**config.mk**
```make
export PLATFORM = sky130hd
export DESIGN_NAME = mmio_uart_tx_flat
export DESIGN_NICKNAME = d
export VERILOG_FILES = /design/src/rtl/mmio_uart_tx_pkg.sv /design/src/rtl/mmio_uart_tx_if.sv /design/src/rtl/mmio_uart_tx_sync_fifo.sv /design/src/rtl/mmio_uart_tx.sv /design/src/flat_wrapper.sv
export SDC_FILE = /design/constraint.sdc
export NUM_CORES = 1
export LEC_CHECK = 0
export CORE_ASPECT_RATIO = 0.7
export CORE_MARGIN = 2
export CORE_UTILIZATION = 37
export CTS_CLUSTER_DIAMETER = 200
export DETAILED_ROUTE_END_ITERATION = 6
export GPL_TIMING_DRIVEN = 0
export PLACE_DENSITY = 0.59
export SYNTH_ARGS = -nofsm -noshare
export SYNTH_HDL_FRONTEND = slang
export SYNTH_SLANG_ARGS = --single-unit
```
**constraint.sdc**
```tcl
create_clock -name clk -period 3.4 [get_ports clk]
set_clock_uncertainty 0.2 [all_clocks]
set_input_delay 1.02 -clock clk [delete_from_list [all_inputs] [get_ports clk]]
set_output_delay 1.02 -clock clk [all_outputs]
set_load 0.02 [all_outputs]
```
**src/rtl/mmio_uart_tx_pkg.sv**
```systemverilog
// Shared definitions for the memory-mapped UART transmitter: register offsets,
// STATUS bit positions and the transmit FSM state type.
package uart_pkg;

    localparam logic [1:0] REG_TXDATA  = 2'd0;
    localparam logic [1:0] REG_STATUS  = 2'd1;
    localparam logic [1:0] REG_BAUDDIV = 2'd2;
    localparam logic [1:0] REG_CTRL    = 2'd3;

    localparam int ST_FULL     = 0;
    localparam int ST_EMPTY    = 1;
    localparam int ST_BUSY     = 2;
    localparam int ST_OVF      = 3;
    localparam int ST_COUNT    = 8;
    localparam int CTRL_IRQ_EN = 0;

    typedef enum logic [1:0] {
        IDLE  = 2'd0,
        START = 2'd1,
        DATA  = 2'd2,
        STOP  = 2'd3
    } uart_tx_state_t;

endpackage

```
**src/rtl/mmio_uart_tx_if.sv**
```systemverilog
// CPU data-memory bus slice seen by the UART: strobes, address, write data
// and the combinational read data returned by the responder.
interface mmio_uart_tx_if;

    logic        sel;
    logic        we;
    logic        re;
    logic [31:0] addr;
    logic [31:0] wdata;
    logic [31:0] rdata;

    modport master (output sel, we, re, addr, wdata, input rdata);
    modport slave  (input sel, we, re, addr, wdata, output rdata);

endinterface

```
**src/rtl/mmio_uart_tx_sync_fifo.sv**
```systemverilog
// Single-clock FIFO with occupancy count; push while full is accepted only
// when a pop happens in the same cycle.
module sync_fifo #(
    parameter int WIDTH = 8,
    parameter int DEPTH = 8
) (
    input  logic                     clk,
    input  logic                     reset,
    input  logic                     push,
    input  logic                     pop,
    input  logic [WIDTH-1:0]         din,
    output logic [WIDTH-1:0]         dout,
    output logic                     full,
    output logic                     empty,
    output logic [$clog2(DEPTH):0]   count
);

    localparam int AW = $clog2(DEPTH);
    localparam logic [AW:0] FULL_CNT = (AW+1)'(DEPTH);

    logic [WIDTH-1:0] mem [DEPTH];
    logic [AW-1:0]    wr_ptr;
    logic [AW-1:0]    rd_ptr;
    logic [AW:0]      cnt;
    logic             do_push;
    logic             do_pop;

    assign empty   = (cnt == '0);
    assign full    = (cnt == FULL_CNT);
    assign count   = cnt;
    assign dout    = mem[rd_ptr];
    assign do_pop  = pop && !empty;
    assign do_push = push && (!full || do_pop);

    always_ff @(posedge clk) begin
        if (do_push) begin
            mem[wr_ptr] <= din;
        end
    end

    // Power-of-two depth lets the pointers wrap naturally.
    always_ff @(posedge clk or posedge reset) begin
        if (reset) begin
            wr_ptr <= '0;
            rd_ptr <= '0;
            cnt    <= '0;
        end else begin
            if (do_push) begin
                wr_ptr <= wr_ptr + AW'(1);
            end
            if (do_pop) begin
                rd_ptr <= rd_ptr + AW'(1);
            end
            case ({do_push, do_pop})
                2'b10:   cnt <= cnt + (AW+1)'(1);
                2'b01:   cnt <= cnt - (AW+1)'(1);
                default: cnt <= cnt;
            endcase
        end
    end

endmodule

```
**src/rtl/mmio_uart_tx.sv**
```systemverilog
// Memory-mapped 8N1 UART transmitter: register decode, TX FIFO, baud counter
// and the IDLE/START/DATA/STOP serializer driving a registered tx line.
module mmio_uart_tx
    import uart_pkg::*;
#(
    parameter logic [31:0] BASE_ADDR      = 32'h1000_0000,
    parameter int          FIFO_DEPTH     = 8,
    parameter logic [15:0] BAUD_DIV_RESET = 16'd867
) (
    input  logic             clk,
    input  logic             reset,
    mmio_uart_tx_if.slave    bus,
    output logic             tx,
    output logic             irq
);

    localparam int CW = $clog2(FIFO_DEPTH) + 1;

    logic [1:0]     reg_idx;
    logic           wr_en;
    logic           rd_en;
    logic           push_req;
    logic           w1c_ovf;
    logic [15:0]    bauddiv;
    logic           irq_en;
    logic           overflow;
    logic [31:0]    status;

    logic           fifo_full;
    logic           fifo_empty;
    logic           fifo_pop;
    logic [7:0]     fifo_dout;
    logic [CW-1:0]  fifo_count;

    uart_tx_state_t state, state_n;
    logic [7:0]     shift, shift_n;
    logic [2:0]     bit_idx, bit_idx_n;
    logic [15:0]    baud_cnt, baud_cnt_n;
    logic           tx_n;
    logic           bit_done;

    // The SoC decodes the window, so only the register-select bits matter here.
    logic unused_bits;
    assign unused_bits = ^{BASE_ADDR, bus.addr[31:4], bus.addr[1:0], bus.wdata[31:16]};

    assign reg_idx  = bus.addr[3:2];
    assign wr_en    = bus.sel && bus.we;
    assign rd_en    = bus.sel && bus.re;
    assign push_req = wr_en && (reg_idx == REG_TXDATA);
    assign w1c_ovf  = wr_en && (reg_idx == REG_STATUS) && bus.wdata[ST_OVF];

    sync_fifo #(
        .WIDTH (8),
        .DEPTH (FIFO_DEPTH)
    ) u_fifo (
        .clk   (clk),
        .reset (reset),
        .push  (push_req),
        .pop   (fifo_pop),
        .din   (bus.wdata[7:0]),
        .dout  (fifo_dout),
        .full  (fifo_full),
        .empty (fifo_empty),
        .count (fifo_count)
    );

    always_ff @(posedge clk or posedge reset) begin
        if (reset) begin
            bauddiv  <= BAUD_DIV_RESET;
            irq_en   <= 1'b0;
            overflow <= 1'b0;
            irq      <= 1'b0;
        end else begin
            if (wr_en && (reg_idx == REG_BAUDDIV)) begin
                bauddiv <= bus.wdata[15:0];
            end
            if (wr_en && (reg_idx == REG_CTRL)) begin
                irq_en <= bus.wdata[CTRL_IRQ_EN];
            end
            // A same-cycle pop makes room, so only a truly dropped push is sticky.
            if (push_req && fifo_full && !fifo_pop) begin
                overflow <= 1'b1;
            end else if (w1c_ovf) begin
                overflow <= 1'b0;
            end
            irq <= fifo_empty && (state == IDLE) && irq_en;
        end
    end

    always_comb begin
        status                 = '0;
        status[ST_FULL]        = fifo_full;
        status[ST_EMPTY]       = fifo_empty;
        status[ST_BUSY]        = (state != IDLE);
        status[ST_OVF]         = overflow;
        status[ST_COUNT +: CW] = fifo_count;
    end

    always_comb begin
        bus.rdata = '0;
        if (rd_en) begin
            case (reg_idx)
                REG_STATUS:  bus.rdata = status;
                REG_BAUDDIV: bus.rdata = {16'd0, bauddiv};
                REG_CTRL:    bus.rdata = {31'd0, irq_en};
                default:     bus.rdata = '0;
            endcase
        end
    end

    assign bit_done = (baud_cnt == '0);

    // tx_n is the line level for the coming bit, so tx changes on the same
    // edge as the state it belongs to.
    always_comb begin
        state_n    = state;
        shift_n    = shift;
        bit_idx_n  = bit_idx;
        baud_cnt_n = baud_cnt;
        tx_n       = tx;
        fifo_pop   = 1'b0;
        case (state)
            IDLE: begin
                tx_n = 1'b1;
                if (!fifo_empty) begin
                    fifo_pop   = 1'b1;
                    shift_n    = fifo_dout;
                    baud_cnt_n = bauddiv;
                    tx_n       = 1'b0;
                    state_n    = START;
                end
            end
            START: begin
                if (bit_done) begin
                    state_n    = DATA;
                    bit_idx_n  = '0;
                    baud_cnt_n = bauddiv;
                    tx_n       = shift[0];
                end else begin
                    baud_cnt_n = baud_cnt - 16'd1;
                end
            end
            DATA: begin
                if (bit_done) begin
                    baud_cnt_n = bauddiv;
                    if (bit_idx == 3'd7) begin
                        state_n = STOP;
                        tx_n    = 1'b1;
                    end else begin
                        shift_n   = shift >> 1;
                        bit_idx_n = bit_idx + 3'd1;
                        tx_n      = shift[1];
                    end
                end else begin
                    baud_cnt_n = baud_cnt - 16'd1;
                end
            end
            STOP: begin
                if (bit_done) begin
                    if (!fifo_empty) begin
                        fifo_pop   = 1'b1;
                        shift_n    = fifo_dout;
                        baud_cnt_n = bauddiv;
                        tx_n       = 1'b0;
                        state_n    = START;
                    end else begin
                        tx_n    = 1'b1;
                        state_n = IDLE;
                    end
                end else begin
                    baud_cnt_n = baud_cnt - 16'd1;
                end
            end
            default: begin
                state_n = IDLE;
                tx_n    = 1'b1;
            end
        endcase
    end

    always_ff @(posedge clk or posedge reset) begin
        if (reset) begin
            state    <= IDLE;
            bit_idx  <= '0;
            baud_cnt <= '0;
            tx       <= 1'b1;
        end else begin
            state    <= state_n;
            bit_idx  <= bit_idx_n;
            baud_cnt <= baud_cnt_n;
            tx       <= tx_n;
        end
    end

    always_ff @(posedge clk) begin
        shift <= shift_n;
    end

endmodule

```
**src/flat_wrapper.sv**
```systemverilog
// flat-port wrapper written by rule: the top's interface ports become plain ports
module mmio_uart_tx_flat import uart_pkg::*;
#(
    parameter logic [31:0] BASE_ADDR      = 32'h1000_0000,
    parameter int          FIFO_DEPTH     = 8,
    parameter logic [15:0] BAUD_DIV_RESET = 16'd867
)
  (clk, reset, tx, irq, bus_sel, bus_we, bus_re, bus_addr, bus_wdata, bus_rdata);
  mmio_uart_tx_if bus_i ();
  input  logic clk;
  input  logic reset;
  output logic tx;
  output logic irq;
  input wire logic [$bits(bus_i.sel)-1:0] bus_sel;
  input wire logic [$bits(bus_i.we)-1:0] bus_we;
  input wire logic [$bits(bus_i.re)-1:0] bus_re;
  input wire logic [$bits(bus_i.addr)-1:0] bus_addr;
  input wire logic [$bits(bus_i.wdata)-1:0] bus_wdata;
  output wire logic [$bits(bus_i.rdata)-1:0] bus_rdata;
  assign bus_i.sel = bus_sel;
  assign bus_i.we = bus_we;
  assign bus_i.re = bus_re;
  assign bus_i.addr = bus_addr;
  assign bus_i.wdata = bus_wdata;
  assign bus_rdata = bus_i.rdata;
  mmio_uart_tx #(.BASE_ADDR(BASE_ADDR), .FIFO_DEPTH(FIFO_DEPTH), .BAUD_DIV_RESET(BAUD_DIV_RESET)) u_core (.clk(clk), .reset(reset), .bus(bus_i), .tx(tx), .irq(irq));
endmodule
```
==> impl_metrics.env <==
export IMPL_outcome="finished, final reports clean"
export IMPL_p_sw_share_pct=39.6
export IMPL_dp_hpwl_um=11500
export IMPL_syn_avg_cell_area_sq_um=12.1
export IMPL_final_area_sq_um=7950
export IMPL_drcViolationCount=0
export IMPL_multiInputGateArea_sq_um=2780
export IMPL_synth_edff_count=72
export IMPL_slew_headroom_pct=49.2
export IMPL_cp_max_fo=6
export IMPL_place_ws_ps=-1190
export IMPL_tightest_slew_ps=762
export IMPL_ctsRootBufferMaster="clkbuf_16"
export IMPL_worst_setup_path_type="in2out"
export IMPL_path_clk_slew_ps=70
export IMPL_vias=4680
export IMPL_pwr_share_clk_pct=26.3
export IMPL_p_sw_mw=2.72
export IMPL_io_pins=103
export IMPL_drive_gt1_share_pct=26.8
export IMPL_avgViaCountPerCell=5.51
export IMPL_synth_area_top_cells="edfxtp_1 (34%), dfrtp_1 (17%), mux4_2 (5.7%), mux2_2 (3.7%), mux2i_1 (3.0%)"
export IMPL_grt_pass1_wl_um=26300
export IMPL_synth_area_leader_cell="edfxtp_1"
export IMPL_cp_arrival_ps=2150
export IMPL_rows=39
export IMPL_port_buffers=40
export IMPL_area_delta_synth_final_pct=25.7
export IMPL_h_tree_depth=4
export IMPL_cts_tree="built"
export IMPL_final_antenna_net_count=0
export IMPL_synthMostInstantiatedCell="edfxtp_1"
export IMPL_finalMaxSlewViolations=0
export IMPL_rsz0062_at_grt="true"
export IMPL_fmax_mhz=297
export IMPL_p_seq_share_pct=33.1
export IMPL_synthTopCellsByCount="edfxtp_1 (72), dfrtp_1 (44), nand2_1 (43)"
export IMPL_placed_cell_area_sq_um=7110
export IMPL_die_x_um=160
export IMPL_grt_pass1_vias=4609
export IMPL_synth_flop_cell="edfxtp_1"
export IMPL_coreArea_sq_um=16500
export IMPL_regArea_sq_um=3450
export IMPL_finalSetupViolCount=0
export IMPL_die_area_sq_um=18200
export IMPL_fin_ws_ps=27.8
export IMPL_numCtsBuffers=17
export IMPL_ys_seq_area_share_pct=54.5
export IMPL_fin_crit_sh_pct=99.2
export IMPL_min_path_type="reg2reg"
export IMPL_fp_dieH_um=113
export IMPL_ys_warn_count=0
export IMPL_async_flop_share_pct=41.5
export IMPL_clock_latency_ps=420
export IMPL_first_iter_violations=476
export IMPL_gr_total_overflow=0
export IMPL_gp_congestion=0.936
export IMPL_worst_setup_path_start_kind="primary input"
export IMPL_p_leak_nw=3.01
export IMPL_drt_total_wl_um=16400
export IMPL_initial_core_util_pct=38.2
export IMPL_netlist_area_leader_share_pct=34.2
export IMPL_grt_start_max_net_pins=29
export IMPL_combPwrFrac_pct=40.6
export IMPL_netlist_instances=523
export IMPL_cts_max_path_buffers=2
export IMPL_first_pass_iters=5
export IMPL_synth_area_sq_um=6320
export IMPL_required_ps=2180
export IMPL_fin_crit_ps=3370
export IMPL_cap_violations=0
export IMPL_diodes=0
export IMPL_ys_types=71
export IMPL_crit_path_top_delay_cell="clkdlybuf4s50_1"
export IMPL_wire_per_inst_um=19.3
export IMPL_powerDensity_nw_per_um2=864
export IMPL_hold_viol_final=0
export IMPL_antenna_found_initial=0
export IMPL_cp_cell_sequence="clkdlybuf4s50_1 -> and3_4 -> buf_12 -> and2_1 -> buf_4"
export IMPL_ir_worst_vdd_mv=0.445
export IMPL_nNetsFinal=691
export IMPL_ys_ff_latch=123
export IMPL_cell_internal_pwr_mw=4.15
export IMPL_final_fill_count=1485
export IMPL_grt_use_total_pct=18.9
export IMPL_critical_path_max_stage_delay_ps=500
export IMPL_end_kind="output pin"
export IMPL_clkSinkCount=123
through the flow:
stage / hold WS [ps] / utilization, % / TNS (ps) / power (mW) / instances
global placement: 274 / 42.8 / -68820 / 4.83 / 803
finish: 285 / 48.1 / 0 / 6.87 / 849
global route: 339 / 48.1 / -57.7 / 7.27 / 849
detailed placement: 283 / 43.0 / -53670 / 4.92 / 804
CTS: 293 / 47.4 / -901 / 6.81 / 846
floorplan: 267 / - / 0 / 4.12 / 538
sequential cells by signal (all words and copies together) (netlist names):
signal                flops
u_core.tx                 1
u_core.bauddiv           16
u_core.u_fifo.rd_ptr      3
u_core.baud_cnt          16
u_core.irq                1
u_core.u_fifo.count       4
u_core.u_fifo.mem        64
u_core.shift              8
u_core.u_fifo.wr_ptr      3
u_core.irq_en             1
u_core.state              2
u_core.overflow           1
u_core.bit_idx            3
power groups by stage:
stage	sequential (mW)	combinational, mW	clock [mW]
2_1_floorplan	2.17	1.95	0
3_3_place_gp	2.25	2.57	0
3_5_place_dp	2.27	2.65	0
4_1_cts	2.26	2.72	1.84
5_1_grt	2.31	3.05	1.90
6_report	2.27	2.79	1.81
layout make-up:
| class | instances | share of cell area (%) |
|---|---|---|
| Clock buffer | 17 | 5.35 |
| Inverter | 10 | 0.472 |
| Buffer | 46 | 3.56 |
| Sequential cell | 123 | 43.4 |
| Clock inverter | 15 | 2.05 |
| Timing Repair Buffer | 54 | 6.72 |
| Tap cell | 225 | 3.54 |
| Multi-Input combinational cell | 359 | 35.0 |
layer usage:
| layer | wire length [um] | GRT usage, % | vias up | share of wire, % |
|---|---|---|---|---|
| li1 | - | - | 2121 | - |
| met1 | 8160 | 29.1 | 2335 | 50 |
| met2 | 6770 | 26.1 | 204 | 41 |
| met3 | 1320 | 4.80 | 20 | 8.1 |
| met4 | 160 | 5.71 | 0 | 0.97 |
| met5 | 0 | 0 | - | 0 |
logic make-up (layout without fill, tap and decap cells):
| logic type | Yosys count | count (layout) | share of synthesized area [%] |
|---|---|---|---|
| multiplexers | 57 | 57 | 12.6 |
| AND/OR/NAND/NOR | 155 | 155 | 12.5 |
| buffers and inverters | 56 | 142 | 4.95 |
| adder cells (fa/ha/maj) | 11 | 11 | 2.18 |
| XOR/XNOR | 15 | 15 | 2.08 |
| other | 1 | 16 | 0.0593 |
| flip-flops | 123 | 123 | 54.5 |
| AO/OA/AOI/OAI | 105 | 105 | 11.1 |
repair_timing:
| item | 4_1_cts | 5_1_grt |
|---|---|---|
| setup buffers | 10 | 3 |
| hold buffers | 0 | 0 |
| resized for setup | 88 | 16 |
| endpoints found under the setup margin | 87 | 79 |
| pin swaps | 7 | 4 |
placed cells by master, fill, tap and decap left out, types with 4 or more instances in the layout:
cell	n
buf_2	15
nor2_1	36
inv_1	8
nor4_4	4
ha_1	11
xor2_1	6
nand2b_1	5
clkbuf_16	17
o211ai_1	4
buf_1	4
a221oi_1	4
buf_12	8
buf_6	4
clkdlybuf4s50_1	21
mux2i_1	19
dfstp_2	7
mux4_2	16
conb_1	16
mux2_2	21
o21ai_0	31
and2_1	8
a211oi_1	6
edfxtp_1	72
dfrtp_1	44
clkbuf_1	14
nand3_1	9
o22ai_1	4
buf_4	27
xnor2_1	9
a22o_1	5
nor2b_1	4
a22oi_1	7
inv_6	5
nand2_1	42
nand4_1	5
nor3_1	11
a21oi_1	18
critical path: cells and delay by family:
kind | cells | cell delay, ps
and+or+nand+nor | 2 | 370
buffers and inverters | 3 | 750
path summary, 6_finish.rpt:
kind	depth (start not counted)	start	end	slack [ps]
setup reg to reg	8	u_core.baud_cnt[0]	u_core.shift[0]	110
setup / recovery	5	bus_re	bus_rdata[7]	30
min in group asynchronous	2	reset	u_core.bauddiv[10]	810
hold reg to reg	2	u_core.tx	u_core.tx	280
max in group asynchronous	3	reset	u_core.bauddiv[6]	1540
hold / removal	2	u_core.tx	u_core.tx	280
Power figures use the tool's default switching activity.
==> RTL change (same flow settings) <==
`FIFO_DEPTH` is set to 8 in 2 places; all go to 16.
--- a/src/rtl/mmio_uart_tx.sv
+++ b/src/rtl/mmio_uart_tx.sv
@@ -5,5 +5,5 @@
 #(
     parameter logic [31:0] BASE_ADDR      = 32'h1000_0000,
-    parameter int          FIFO_DEPTH     = 8,
+    parameter int          FIFO_DEPTH     = 16,
     parameter logic [15:0] BAUD_DIV_RESET = 16'd867
 ) (
--- a/src/flat_wrapper.sv
+++ b/src/flat_wrapper.sv
@@ -3,5 +3,5 @@
 #(
     parameter logic [31:0] BASE_ADDR      = 32'h1000_0000,
-    parameter int          FIFO_DEPTH     = 8,
+    parameter int          FIFO_DEPTH     = 16,
     parameter logic [15:0] BAUD_DIV_RESET = 16'd867
 )
Behaviour: not the same (Yosys sat finds a counterexample within 10 cycles, from zero or initial values and one cycle with reset high).
==> RTL change against the original RTL <==
Non-clock buffer count down 4; area after synthesis up 41%; total power up 24%; highest routed layer is now met5; hold slack better by 0.028 ns; final area up 32%; setup slack better by 0.025 ns; sequential cell count up 67; routed wire length up 36%.
==> RTL change: results (changes against the original RTL) <==
critical path arrival: 2.13 ns (was 2.15 ns)
Synth Area in Adders: 1.967% (was 2.176%)
crit path to: bus_rdata[14] (was bus_rdata[7])
sequential share of the synthesized area: 61.12% (was 54.50%)
Synth Instances: 635 (was 523)
Port Buffers: 39 (was 40)
cell count of the worst reg-to-reg path: 6 (was 8)
Switching Share: 38.10% (was 39.62%)
WL met2: 9915 um (was 6772 um)
top cells by area, synth: edfxtp_1 (46%), dfrtp_1 (13%), mux4_2 (8.1%) (was edfxtp_1 (34%), dfrtp_1 (17%), mux4_2 (5.7%))
DR top layer: met5 (was met4)
total track usage: 18.07% (was 18.93%)
post-CTS setup buffer count: 1 (was 10)
leakage: 3.873 nW (was 3.009 nW)
met3 WL post-DR: 1808 um (was 1322 um)
vias in the first global route: 5483 (was 4609)
Detailed Route WL: 22290 um (was 16420 um)
DRT iter0 DRCs: 575 (was 476)
Clock Latency Late Sink: 0.44 ns (was 0.42 ns)
mux cell area share after synthesis: 12.64% (was 12.62%)
area post-placement: 9793 um^2 (was 7111 um^2)
pre-CTS worst setup slack: -1.068 ns (was -1.186 ns)
Routed met1 length: 10400 um (was 8161 um)
Largest regs: u_core.u_fifo.mem: 128 flops, u_core.baud_cnt: 16 flops, u_core.bauddiv: 16 flops (was u_core.u_fifo.mem: 64 flops, u_core.baud_cnt: 16 flops, u_core.bauddiv: 16 flops)
complex-gate fraction of the synthesized area: 9.285% (was 11.14%)
Synth async-reset ratio: 28.42% (was 41.46%)
vias per cell: 5.600 (was 5.512)
Netlist cell types: 68 (was 71)
status: completed (unchanged)
number of synthesized flops with an enable pin: 136 (was 72)
largest net degree at the start of global routing: 30 (was 29)
Crit Path Max Fanout: 7 (was 6)
RTL change: cell types whose count changed in the layout (fill, tap and decap cells not counted), sizes merged, moves of 7 or more:
cell / change
a21oi: -7
buf: -15
nor3: -7
mux4: +16
a22oi: +16
and3: +12
edfxtp: +64
clkbuf: +8
mux2i: -10
inv: +7
RTL change: per-layer routing:
layer / GRT usage [%] / vias to the layer above
met3: 5.207 / 14
met2: 25.97 / 246
met4: 3.144 / 2
li1: - / 2587
met1: 27.53 / 2997
met5: 0 / -
RTL change: kinds of logic (layout without fill, tap and decap cells):
group / count (synthesis) / count (layout)
and+or+nand+nor: 161 / 161
xor gates and xnor gates: 16 / 16
AOI/OAI and AO/OA: 117 / 117
other: 1 / 16
muxes: 69 / 69
buffers and inverters: 67 / 143
DFF: 190 / 190
adders and majority gates: 14 / 14
RTL change: power groups by stage:
stage                     clock network (mW)  registers (mW)  logic (mW)
final                                   2.01            3.26        3.23
after global routing                    2.14            3.30        3.54
after CTS                               2.05            3.25        3.14
after detailed placement                   0            3.27        3.13
after global placement                     0            3.25        3.07
after floorplan                            0            3.14        2.32
RTL change: worst min path at each step:
| stage | slack [ns] | from | end | cells past startpoint |
|---|---|---|---|---|
| after floorplan | 0.27 | u_core.overflow | u_core.overflow | 1 |
| final | 0.31 | u_core.overflow | u_core.overflow | 1 |
| after global placement | 0.28 | u_core.overflow | u_core.overflow | 1 |
| after detailed placement | 0.29 | u_core.overflow | u_core.overflow | 1 |
| after global routing | 0.35 | u_core.overflow | u_core.overflow | 1 |
| after CTS | 0.31 | u_core.overflow | u_core.overflow | 1 |
RTL change: cell type report:
cell class	count	area, um^2
buffer	49	290.3
timing repair buffer	47	415.4
fill	2123	13120
sequential	190	5448
inverter	15	56.30
clock inverter	15	187.7
multi-input combinational	393	3302
tap	318	397.9
clock buffer	17	425.4
